==> src/rtl/lsu_pkg.sv <==
// lsu_pkg: shared funct3 encodings, FSM state codes and size/alignment helpers
// for the load/store split controller.
package lsu_pkg;

  localparam logic [2:0] F3_LB  = 3'b000;
  localparam logic [2:0] F3_LH  = 3'b001;
  localparam logic [2:0] F3_LW  = 3'b010;
  localparam logic [2:0] F3_LBU = 3'b100;
  localparam logic [2:0] F3_LHU = 3'b101;
  localparam logic [2:0] F3_SB  = 3'b000;
  localparam logic [2:0] F3_SH  = 3'b001;
  localparam logic [2:0] F3_SW  = 3'b010;

  localparam logic [1:0] IDLE   = 2'd0;
  localparam logic [1:0] ACCESS = 2'd1;
  localparam logic [1:0] DONE   = 2'd2;

  // Access size in bytes; 0 marks an illegal funct3.
  function automatic logic [2:0] access_size(input logic [2:0] funct3);
    logic [2:0] size;
    case (funct3)
      F3_LB, F3_LBU: size = 3'd1;
      F3_LH, F3_LHU: size = 3'd2;
      F3_LW:         size = 3'd4;
      default:       size = 3'd0;
    endcase
    return size;
  endfunction

  function automatic logic is_misaligned(input logic [1:0] addr_lo, input logic [2:0] size);
    logic mis;
    case (size)
      3'd2:    mis = addr_lo[0];
      3'd4:    mis = (addr_lo != 2'b00);
      default: mis = 1'b0;
    endcase
    return mis;
  endfunction

endpackage

==> src/rtl/lsu_extend.sv <==
// lsu_extend: sign/zero extends the low 1, 2 or 4 bytes of a raw 32-bit value.
module lsu_extend (
  input  logic [31:0] raw,
  input  logic [2:0]  size,
  input  logic        is_unsigned,
  output logic [31:0] ext
);

  always_comb begin
    case (size)
      3'd1:    ext = is_unsigned ? {24'b0, raw[7:0]}  : {{24{raw[7]}}, raw[7:0]};
      3'd2:    ext = is_unsigned ? {16'b0, raw[15:0]} : {{16{raw[15]}}, raw[15:0]};
      default: ext = raw;
    endcase
  end

endmodule

==> src/rtl/lsu_split_ctrl.sv <==
// lsu_split_ctrl: load/store stage that splits misaligned halfword/word accesses into byte accesses.
// Define LSU_MISALIGN_TRAP_EN to reject misaligned requests with resp_err instead of splitting them.
module lsu_split_ctrl #(
  parameter int DATA_WIDTH = 32,
  parameter int ADDR_WIDTH = 32
) (
  input  logic                  clk,
  input  logic                  reset,
  input  logic                  req_valid,
  output logic                  req_ready,
  input  logic                  req_we,
  input  logic [2:0]            req_funct3,
  input  logic [ADDR_WIDTH-1:0] req_addr,
  input  logic [DATA_WIDTH-1:0] req_wdata,
  output logic                  resp_valid,
  output logic [DATA_WIDTH-1:0] resp_rdata,
  output logic                  resp_err,
  output logic                  busy,
  output logic                  mem_wr_en,
  output logic [2:0]            mem_funct3,
  output logic [ADDR_WIDTH-1:0] mem_addr,
  output logic [DATA_WIDTH-1:0] mem_wr_data,
  input  logic [DATA_WIDTH-1:0] mem_rd_data
);
  import lsu_pkg::*;

  logic [1:0]            state_q;
  logic                  we_q;
  logic [2:0]            funct3_q;
  logic [ADDR_WIDTH-1:0] addr_q;
  logic [DATA_WIDTH-1:0] wdata_q;
  logic [2:0]            size_q;
  logic                  mis_q;
  logic                  err_q;
  logic [1:0]            idx_q;
  logic [DATA_WIDTH-1:0] result_q;

  logic [2:0]            req_size;
  logic                  req_mis;
  logic                  req_err;
  logic [7:0]            wr_byte;
  logic [DATA_WIDTH-1:0] ext_data;

  assign req_size = access_size(req_funct3);
  assign req_mis  = is_misaligned(req_addr[1:0], req_size);

`ifdef LSU_MISALIGN_TRAP_EN
  assign req_err = (req_size == 3'd0) || req_mis;
`else
  assign req_err = (req_size == 3'd0);
`endif

  assign wr_byte = wdata_q[8*idx_q +: 8];

  always_ff @(posedge clk) begin
    if (reset) begin
      state_q  <= IDLE;
      we_q     <= 1'b0;
      funct3_q <= 3'b000;
      addr_q   <= '0;
      wdata_q  <= '0;
      size_q   <= 3'd0;
      mis_q    <= 1'b0;
      err_q    <= 1'b0;
      idx_q    <= 2'd0;
      result_q <= '0;
    end else begin
      case (state_q)
        IDLE: begin
          if (req_valid) begin
            we_q     <= req_we;
            funct3_q <= req_funct3;
            addr_q   <= req_addr;
            wdata_q  <= req_wdata;
            size_q   <= req_size;
            mis_q    <= req_mis;
            err_q    <= req_err;
            idx_q    <= 2'd0;
            result_q <= '0;
            state_q  <= ACCESS;
          end
        end
        ACCESS: begin
          if (err_q) begin
            state_q <= DONE;
          end else if (!mis_q) begin
            result_q <= mem_rd_data;
            state_q  <= DONE;
          end else begin
            // Split path: one byte lane per cycle, reassembled little-endian.
            if (!we_q)
              result_q[8*idx_q +: 8] <= mem_rd_data[7:0];
            if ({1'b0, idx_q} == size_q - 3'd1)
              state_q <= DONE;
            else
              idx_q <= idx_q + 2'd1;
          end
        end
        DONE:    state_q <= IDLE;
        default: state_q <= IDLE;
      endcase
    end
  end

  // Memory port defaults to a harmless byte read; reset forces every output to zero.
  always_comb begin
    mem_wr_en   = 1'b0;
    mem_funct3  = F3_LBU;
    mem_addr    = addr_q;
    mem_wr_data = '0;
    if (state_q == ACCESS && !err_q) begin
      mem_wr_en = we_q;
      if (mis_q) begin
        mem_funct3  = we_q ? F3_SB : F3_LBU;
        mem_addr    = addr_q + ADDR_WIDTH'(idx_q);
        mem_wr_data = {{(DATA_WIDTH-8){1'b0}}, wr_byte};
      end else begin
        mem_funct3  = funct3_q;
        mem_wr_data = wdata_q;
      end
    end
    if (reset) begin
      mem_wr_en   = 1'b0;
      mem_funct3  = 3'b000;
      mem_addr    = '0;
      mem_wr_data = '0;
    end
  end

  lsu_extend u_extend (
    .raw         (result_q),
    .size        (size_q),
    .is_unsigned (funct3_q[2]),
    .ext         (ext_data)
  );

  assign req_ready  = !reset && (state_q == IDLE);
  assign busy       = !reset && (state_q != IDLE);
  assign resp_valid = !reset && (state_q == DONE);
  assign resp_err   = resp_valid && err_q;
  assign resp_rdata = (resp_valid && !we_q && !err_q) ? ext_data : '0;

endmodule

==> config.mk <==
export PLATFORM = sky130hd
export DESIGN_NAME = lsu_split_ctrl
export DESIGN_NICKNAME = d
export VERILOG_FILES = /design/src/rtl/lsu_pkg.sv /design/src/rtl/lsu_extend.sv /design/src/rtl/lsu_split_ctrl.sv
export SDC_FILE = /design/constraint.sdc
export NUM_CORES = 1
export LEC_CHECK = 0
export CAP_MARGIN = 0
export CORE_AREA = 3 3 156 143
export CTS_CLUSTER_SIZE = 16
export DETAILED_ROUTE_END_ITERATION = 7
export DIE_AREA = 0 0 159 146
export GPL_ROUTABILITY_DRIVEN = 0
export PLACE_DENSITY_LB_ADDON = 0.3
export REMOVE_ABC_BUFFERS = 1
export SLEW_MARGIN = 0
export SYNTH_ARGS = -nofsm -noshare
export SYNTH_HDL_FRONTEND = slang
export SYNTH_HIERARCHICAL = 1
export SYNTH_SLANG_ARGS = --single-unit
==> constraint.sdc <==
create_clock -name clk -period 4.7 [get_ports clk]
set_clock_uncertainty 0.05 [all_clocks]
set_input_delay 0.705 -clock clk [delete_from_list [all_inputs] [get_ports clk]]
set_output_delay 0.705 -clock clk [all_outputs]
set_load 0.02 [all_outputs]
==> impl_metrics.py, run 1 <==
metrics = {
    "status": {
        "outcome": "finished clean",
    },
    "grt": {
        "globalRouteMet3Util_pct": 6.090,
        "grt_pass1_vias": 5908,
        "antenna_found_initial": 0,
        "top_usage_layer": "met2",
        "grt-ovfl-total": 0,
        "track_usage_pct": 16.90,
        "grt_pass1_wl_um": 32170,
        "grt_use_met2_pct": 26.33,
        "grt_max_degree": 108,
        "grt_use_met1_pct": 22.60,
    },
    "critical_path": {
        "arrival_ns": 3.21,
        "cp_slowest_cell": "dfxtp_1",
        "cp_cell_sequence": "fa_1 -> nand2_1 -> nor4_2 -> buf_4 -> nand3_2 -> or3_1 -> a21oi_1 -> clkdlybuf4s50_1",
        "crit_path_end_kind": "primary output",
        "critical_path.max_fanout": 11,
        "slowest_delay_ns": 0.74,
        "required_ns": 3.94,
        "criticalPathCategory": "reg -> out",
        "cp-start-kind": "flip-flop",
    },
    "synthesis": {
        "yosysSeqAreaShare_pct": 35.35,
        "synth.distinct_cells": 51,
        "synth_area_um2": 6172,
        "synth-edff-count": 0,
        "synth_top_area_share_pct": 35.35,
        "yosys.cell_count.top_type": "nand2_1",
        "synth_area_leaders": "dfxtp_1 (35%), nand2_1 (11%), a21oi_1 (7.9%)",
        "synthTopCellsByCount": "nand2_1 (174), dfxtp_1 (109), a21oi_1 (98), nor2_1 (66), and2_1 (62)",
        "async_flop_share_pct": 0,
        "synth.largest_area_cell": "dfxtp_1",
        "synthFlopType": "dfxtp_1",
        "syn_area_per_cell_um2": 7.427,
        "yosysWarnings": 6,
        "ys_ff_latch": 109,
        "syn_inst": 831,
    },
    "timing": {
        "rsz0062_at_grt": "no",
        "fin_crit_sh_pct": 84.27,
        "finalSetupViolCount": 0,
        "max_freq_mhz": 252.5,
        "worst_pin_slew_ns": 1.026,
        "post-route-min-period_ns": 3.961,
        "setup_tns_ns": 0,
        "slew_headroom_pct": 31.33,
        "slew_violations": 0,
        "setup_ws_ns": 0.7395,
        "hold_viol": 0,
    },
    "clock_tree": {
        "h-tree-depth": 3,
        "cts_made_buffers": 9,
        "cts-root-buf": "clkbuf_16",
        "hold_buffers": 0,
        "cts_setup_buffers": 0,
        "ctsResizeCount": 0,
        "cts_sinks": 109,
        "cts_tree": "yes",
        "insertion_delay_ns": 0.35,
        "clk_pin_slew_ns": 0.07,
        "clock_path_buffers": 2,
    },
    "detailed_routing": {
        "routed_wl_um": 20130,
        "wire_per_inst_um": 15.75,
        "drt-pass1-iter-count": 4,
        "final_antenna_net_count": 0,
        "num_vias": 6134,
        "drt-initial-drc-count": 383,
        "drc": 0,
        "viasPerCell": 4.800,
    },
    "min_path": {
        "holdCritPathClass": "reg -> reg",
    },
    "power_and_ir_drop": {
        "power.leakage_nw": 3.235,
        "max-vdd-ir-drop_uv": 158.2,
        "power_density_nw_per_um2": 276.3,
    },
    "layout": {
        "final_nets": 1098,
        "diodes": 0,
        "area_delta_synth_final_pct": 39.73,
        "final_util_pct": 41.52,
        "drive_gt1_share_pct": 5.847,
    },
    "floorplan": {
        "num_rows": 50,
        "ios": 207,
        "start_util_pct": 29.72,
        "core_area_um2": 20770,
        "die_y_um": 146,
        "dieArea_um2": 23210,
        "floorplan.die.width_um": 159,
    },
    "place": {
        "io_buffers": 206,
        "hpwl_um": 14440,
        "dp_slack_ns": 1.066,
    },
    "run": {
        "cap_violations": 0,
    },
}
-- registers in the layout, summed over array words and instances (netlist names), 2 cells and up --
name / cells
addr_q: 32
idx_q: 2
size_q: 3
state_q: 2
wdata_q: 32
funct3_q: 3
result_q: 32
-- layer usage --
metal,vias up,share of wire (%)
li1,3126,-
met5,-,0
met2,187,44
met3,14,7.4
met4,0,1.1
met1,2807,48
-- power by group --
part | internal (mW) | switching [mW] | leakage, nW
sequential | 1.01 | 0.0780 | 0.895
clock | 0.360 | 0.358 | 0.129
combinational | 0.265 | 0.312 | 2.21
total | 1.64 | 0.748 | 3.24
-- layout make-up --
| class | count | area, um2 |
|---|---|---|
| clock buffer | 10 | 229.0 |
| clock inverter | 6 | 38.79 |
| fill | 2162 | 12150 |
| inverter | 15 | 56.30 |
| multi-input combinational | 636 | 3613 |
| sequential | 109 | 2182 |
| tap | 286 | 357.8 |
| timing repair buffer | 216 | 2147 |
-- critical path, delay by kind of cell, from the launching register on --
kind,cells,cell delay (ns)
flops,1,0.74
compound gates,1,0.17
simple gates,4,0.78
fa+ha+maj,1,0.31
buf+inv,2,0.86
-- final timing paths --
check | start | endpoint | slack, ns | depth (start not counted)
worst max-delay path | idx_q[1] | mem_addr[30] | 0.74 | 8
worst min-delay path | funct3_q[1] | funct3_q[1] | 0.40 | 2
worst max register to register | idx_q[1] | result_q[4] | 2.11 | 8
worst min register to register | funct3_q[1] | funct3_q[1] | 0.40 | 2
-- through the flow --
stage / hold slack [ns] / power [mW] / cell area, um2 / cells
after floorplan: 0.3757 / 1.414 / 5837 / 760
after global placement: 0.3882 / 1.685 / 8357 / 1262
after detailed placement: 0.3958 / 1.687 / 8357 / 1262
after CTS: 0.4062 / 2.422 / 8625 / 1278
after global routing: 0.4356 / 2.528 / 8625 / 1278
final: 0.4040 / 2.383 / 8625 / 1278
-- cells in the final DEF, fill, tap and decap left out, drive strengths merged, types with 3 or more instances in the layout --
master           n
inv             16
or3              7
and2            62
a21o            18
a21oi           98
nor4            11
and4             8
a31oi            3
a22oi            8
mux2             8
clkbuf          10
buf             11
nor3b            3
clkinv           3
o21ai           12
dfxtp          109
nor2            66
a221oi          16
nand2          174
o22ai            8
nand3b           4
xnor2           16
ha               7
a211oi          10
nand4           10
nor3            27
nand2b          11
nand3           21
clkdlybuf4s50  205
xor2            14
-- logic make-up after synthesis --
logic type	Yosys count	synth area share [%]
simple gates	415	33.57
flops	109	35.35
buf+inv	86	6.345
fa+ha+maj	8	1.743
mux	8	1.460
xor+xnor	30	4.257
compound gates	175	17.27
No activity file was read; power rests on OpenSTA's default activity.
==> inputs of run 2 (changes only) <==
==> constraint.sdc (replaced) <==
create_clock -name clk -period 3.8 [get_ports clk]
set_clock_uncertainty 0.05 [all_clocks]
set_input_delay 0.57 -clock clk [delete_from_list [all_inputs] [get_ports clk]]
set_output_delay 0.57 -clock clk [all_outputs]
set_load 0.02 [all_outputs]
==> run 2 against run 1 <==
  * Design area is 0.83% higher
  * First-iteration DRC count is 3.4% lower
  * Wire length is 0.13% higher
  * Register-to-register slack worse by 0.77 ns
  * Die area stayed put
  * Flip-flop and latch count stayed put
  * Combinational power is 27% higher
  * Global-route usage hardly changed
  * Highest routed layer is now met5
==> impl_metrics.py, run 2 (synthesized netlist as in run 1, its figures left out) <==
metrics = {
    "status": {
        "outcome": "finished clean",
    },
    "critical_path": {
        "arrival_ns": 2.94,
        "critical_path.max_fanout": 3,
        "required_ns": 3.18,
        "slowest_delay_ns": 0.62,
        "cp-start-kind": "flip-flop",
        "reg2regPathDepth": 8,
        "crit_path_end_kind": "primary output",
        "cp_slowest_cell": "clkdlybuf4s50_1",
        "cp_cell_sequence": "ha_1 -> fa_1 -> nand2_1 -> nor4_2 -> nand3_2 -> or3_1 -> a21oi_1 -> clkdlybuf4s50_1",
        "criticalPathCategory": "reg -> out",
    },
    "timing": {
        "hold_viol": 0,
        "rsz0062_at_grt": "no",
        "post-route-min-period_ns": 3.564,
        "setup_tns_ns": 0,
        "max_freq_mhz": 280.5,
        "finalSetupViolCount": 0,
        "worst_pin_slew_ns": 0.8853,
        "slew_headroom_pct": 40.53,
        "slew_violations": 0,
        "fin_crit_sh_pct": 93.80,
    },
    "floorplan": {
        "core_area_um2": 20770,
        "die_y_um": 146,
        "floorplan.die.width_um": 159,
        "num_rows": 50,
        "dieArea_um2": 23210,
        "ios": 207,
        "start_util_pct": 29.72,
    },
    "layout": {
        "finalNonFillerCells": 1286,
        "final_nets": 1106,
        "area_delta_synth_final_pct": 40.89,
        "drive_gt1_share_pct": 6.700,
        "final_cell_mix": "clkdlybuf4s50_1 (204), nand2_1 (173), dfxtp_1 (108)",
        "diodes": 0,
        "top_regs": "addr_q (32), result_q (32), wdata_q (32)",
        "final_common_cell": "clkdlybuf4s50_1",
    },
    "detailed_routing": {
        "final_antenna_net_count": 0,
        "drt-pass1-iter-count": 5,
        "num_vias": 6150,
        "drt-initial-drc-count": 370,
        "drc": 0,
        "wire_per_inst_um": 15.68,
        "viasPerCell": 4.782,
        "routed_wl_um": 20160,
    },
    "clock_tree": {
        "cts_made_buffers": 9,
        "h-tree-depth": 3,
        "insertion_delay_ns": 0.35,
        "cts_tree": "yes",
        "clock_path_buffers": 2,
        "clk_pin_slew_ns": 0.07,
        "cts-root-buf": "clkbuf_16",
        "cts_sinks": 109,
    },
    "place": {
        "io_buffers": 206,
        "hpwl_um": 14080,
        "placed_cells": 1269,
    },
    "min_path": {
        "holdCritPathClass": "reg -> reg",
        "min_path_cells": 2,
    },
    "grt": {
        "track_usage_pct": 16.92,
        "grt_pass1_vias": 5890,
        "grt-ovfl-total": 0,
        "grt_max_degree": 144,
        "antenna_found_initial": 1,
        "grt_pass1_wl_um": 32290,
    },
    "run": {
        "cap_violations": 0,
    },
    "power_and_ir_drop": {
        "max-vdd-ir-drop_uv": 202.0,
        "power.total_mw": 3.002,
        "power.leakage_nw": 3.282,
        "power_density_nw_per_um2": 345.2,
    },
}
==> run 2: metrics by stage <==
step	cell area [um2]	utilization (%)	worst slack, ns	hold slack (ns)
2_1_floorplan	5837	-	0.3430	0.3757
3_3_place_gp	8407	40.48	0.6310	0.3879
3_5_place_dp	8407	40.48	0.6065	0.3940
4_1_cts	8687	41.83	0.1895	0.4044
5_1_grt	8696	41.87	0.04348	0.4168
6_report	8696	41.87	0.2355	0.4034
==> run 2: path summary, 6_finish.rpt <==
path | startpoint | to | slack [ns]
worst min-delay path | funct3_q[1] | funct3_q[1] | 0.40
worst min register to register | funct3_q[1] | funct3_q[1] | 0.40
worst max register to register | idx_q[0] | result_q[2] | 1.34
worst max-delay path | addr_q[0] | mem_addr[30] | 0.24
==> run 2: worst max-delay path: cells and delay by family (launching register included) <==
family,cells,cell delay [ns]
compound gates,1,0.15
simple gates,4,1.07
flops,1,0.35
fa+ha+maj,2,0.39
buf+inv,1,0.62
==> run 2: timing repair <==
action,CTS,global route
setup buffers,0,1
endpoints found under the hold margin,0,0
endpoints found under the setup margin,0,1
hold buffers,0,0
gates resized for setup,0,1
==> run 2: final cells by class <==
cell class	instances	area, um2
fill	2191	12070
multi-input combinational	636	3613
timing repair buffer	224	2205
sequential	109	2183
tap	286	357.8
clock buffer	13	260.3
inverter	15	56.30
clock inverter	3	20.02
==> run 2: where the power goes <==
part	total, mW	leakage (nW)	switching, mW	internal (mW)
clock network	0.929	0.132	0.447	0.482
registers	1.34	0.895	0.0873	1.25
logic	0.735	2.25	0.397	0.338
total	3.00	3.28	0.931	2.07
==> run 2: metal layers <==
layer  wire (um)  global-route usage (%)  up-vias
met5          19                       0        -
met4         239                   3.589        2
met3        1535                   5.407       21
met2        8715                   26.16      185
met1        9649                   23.20     2807
li1            -                       -     3135
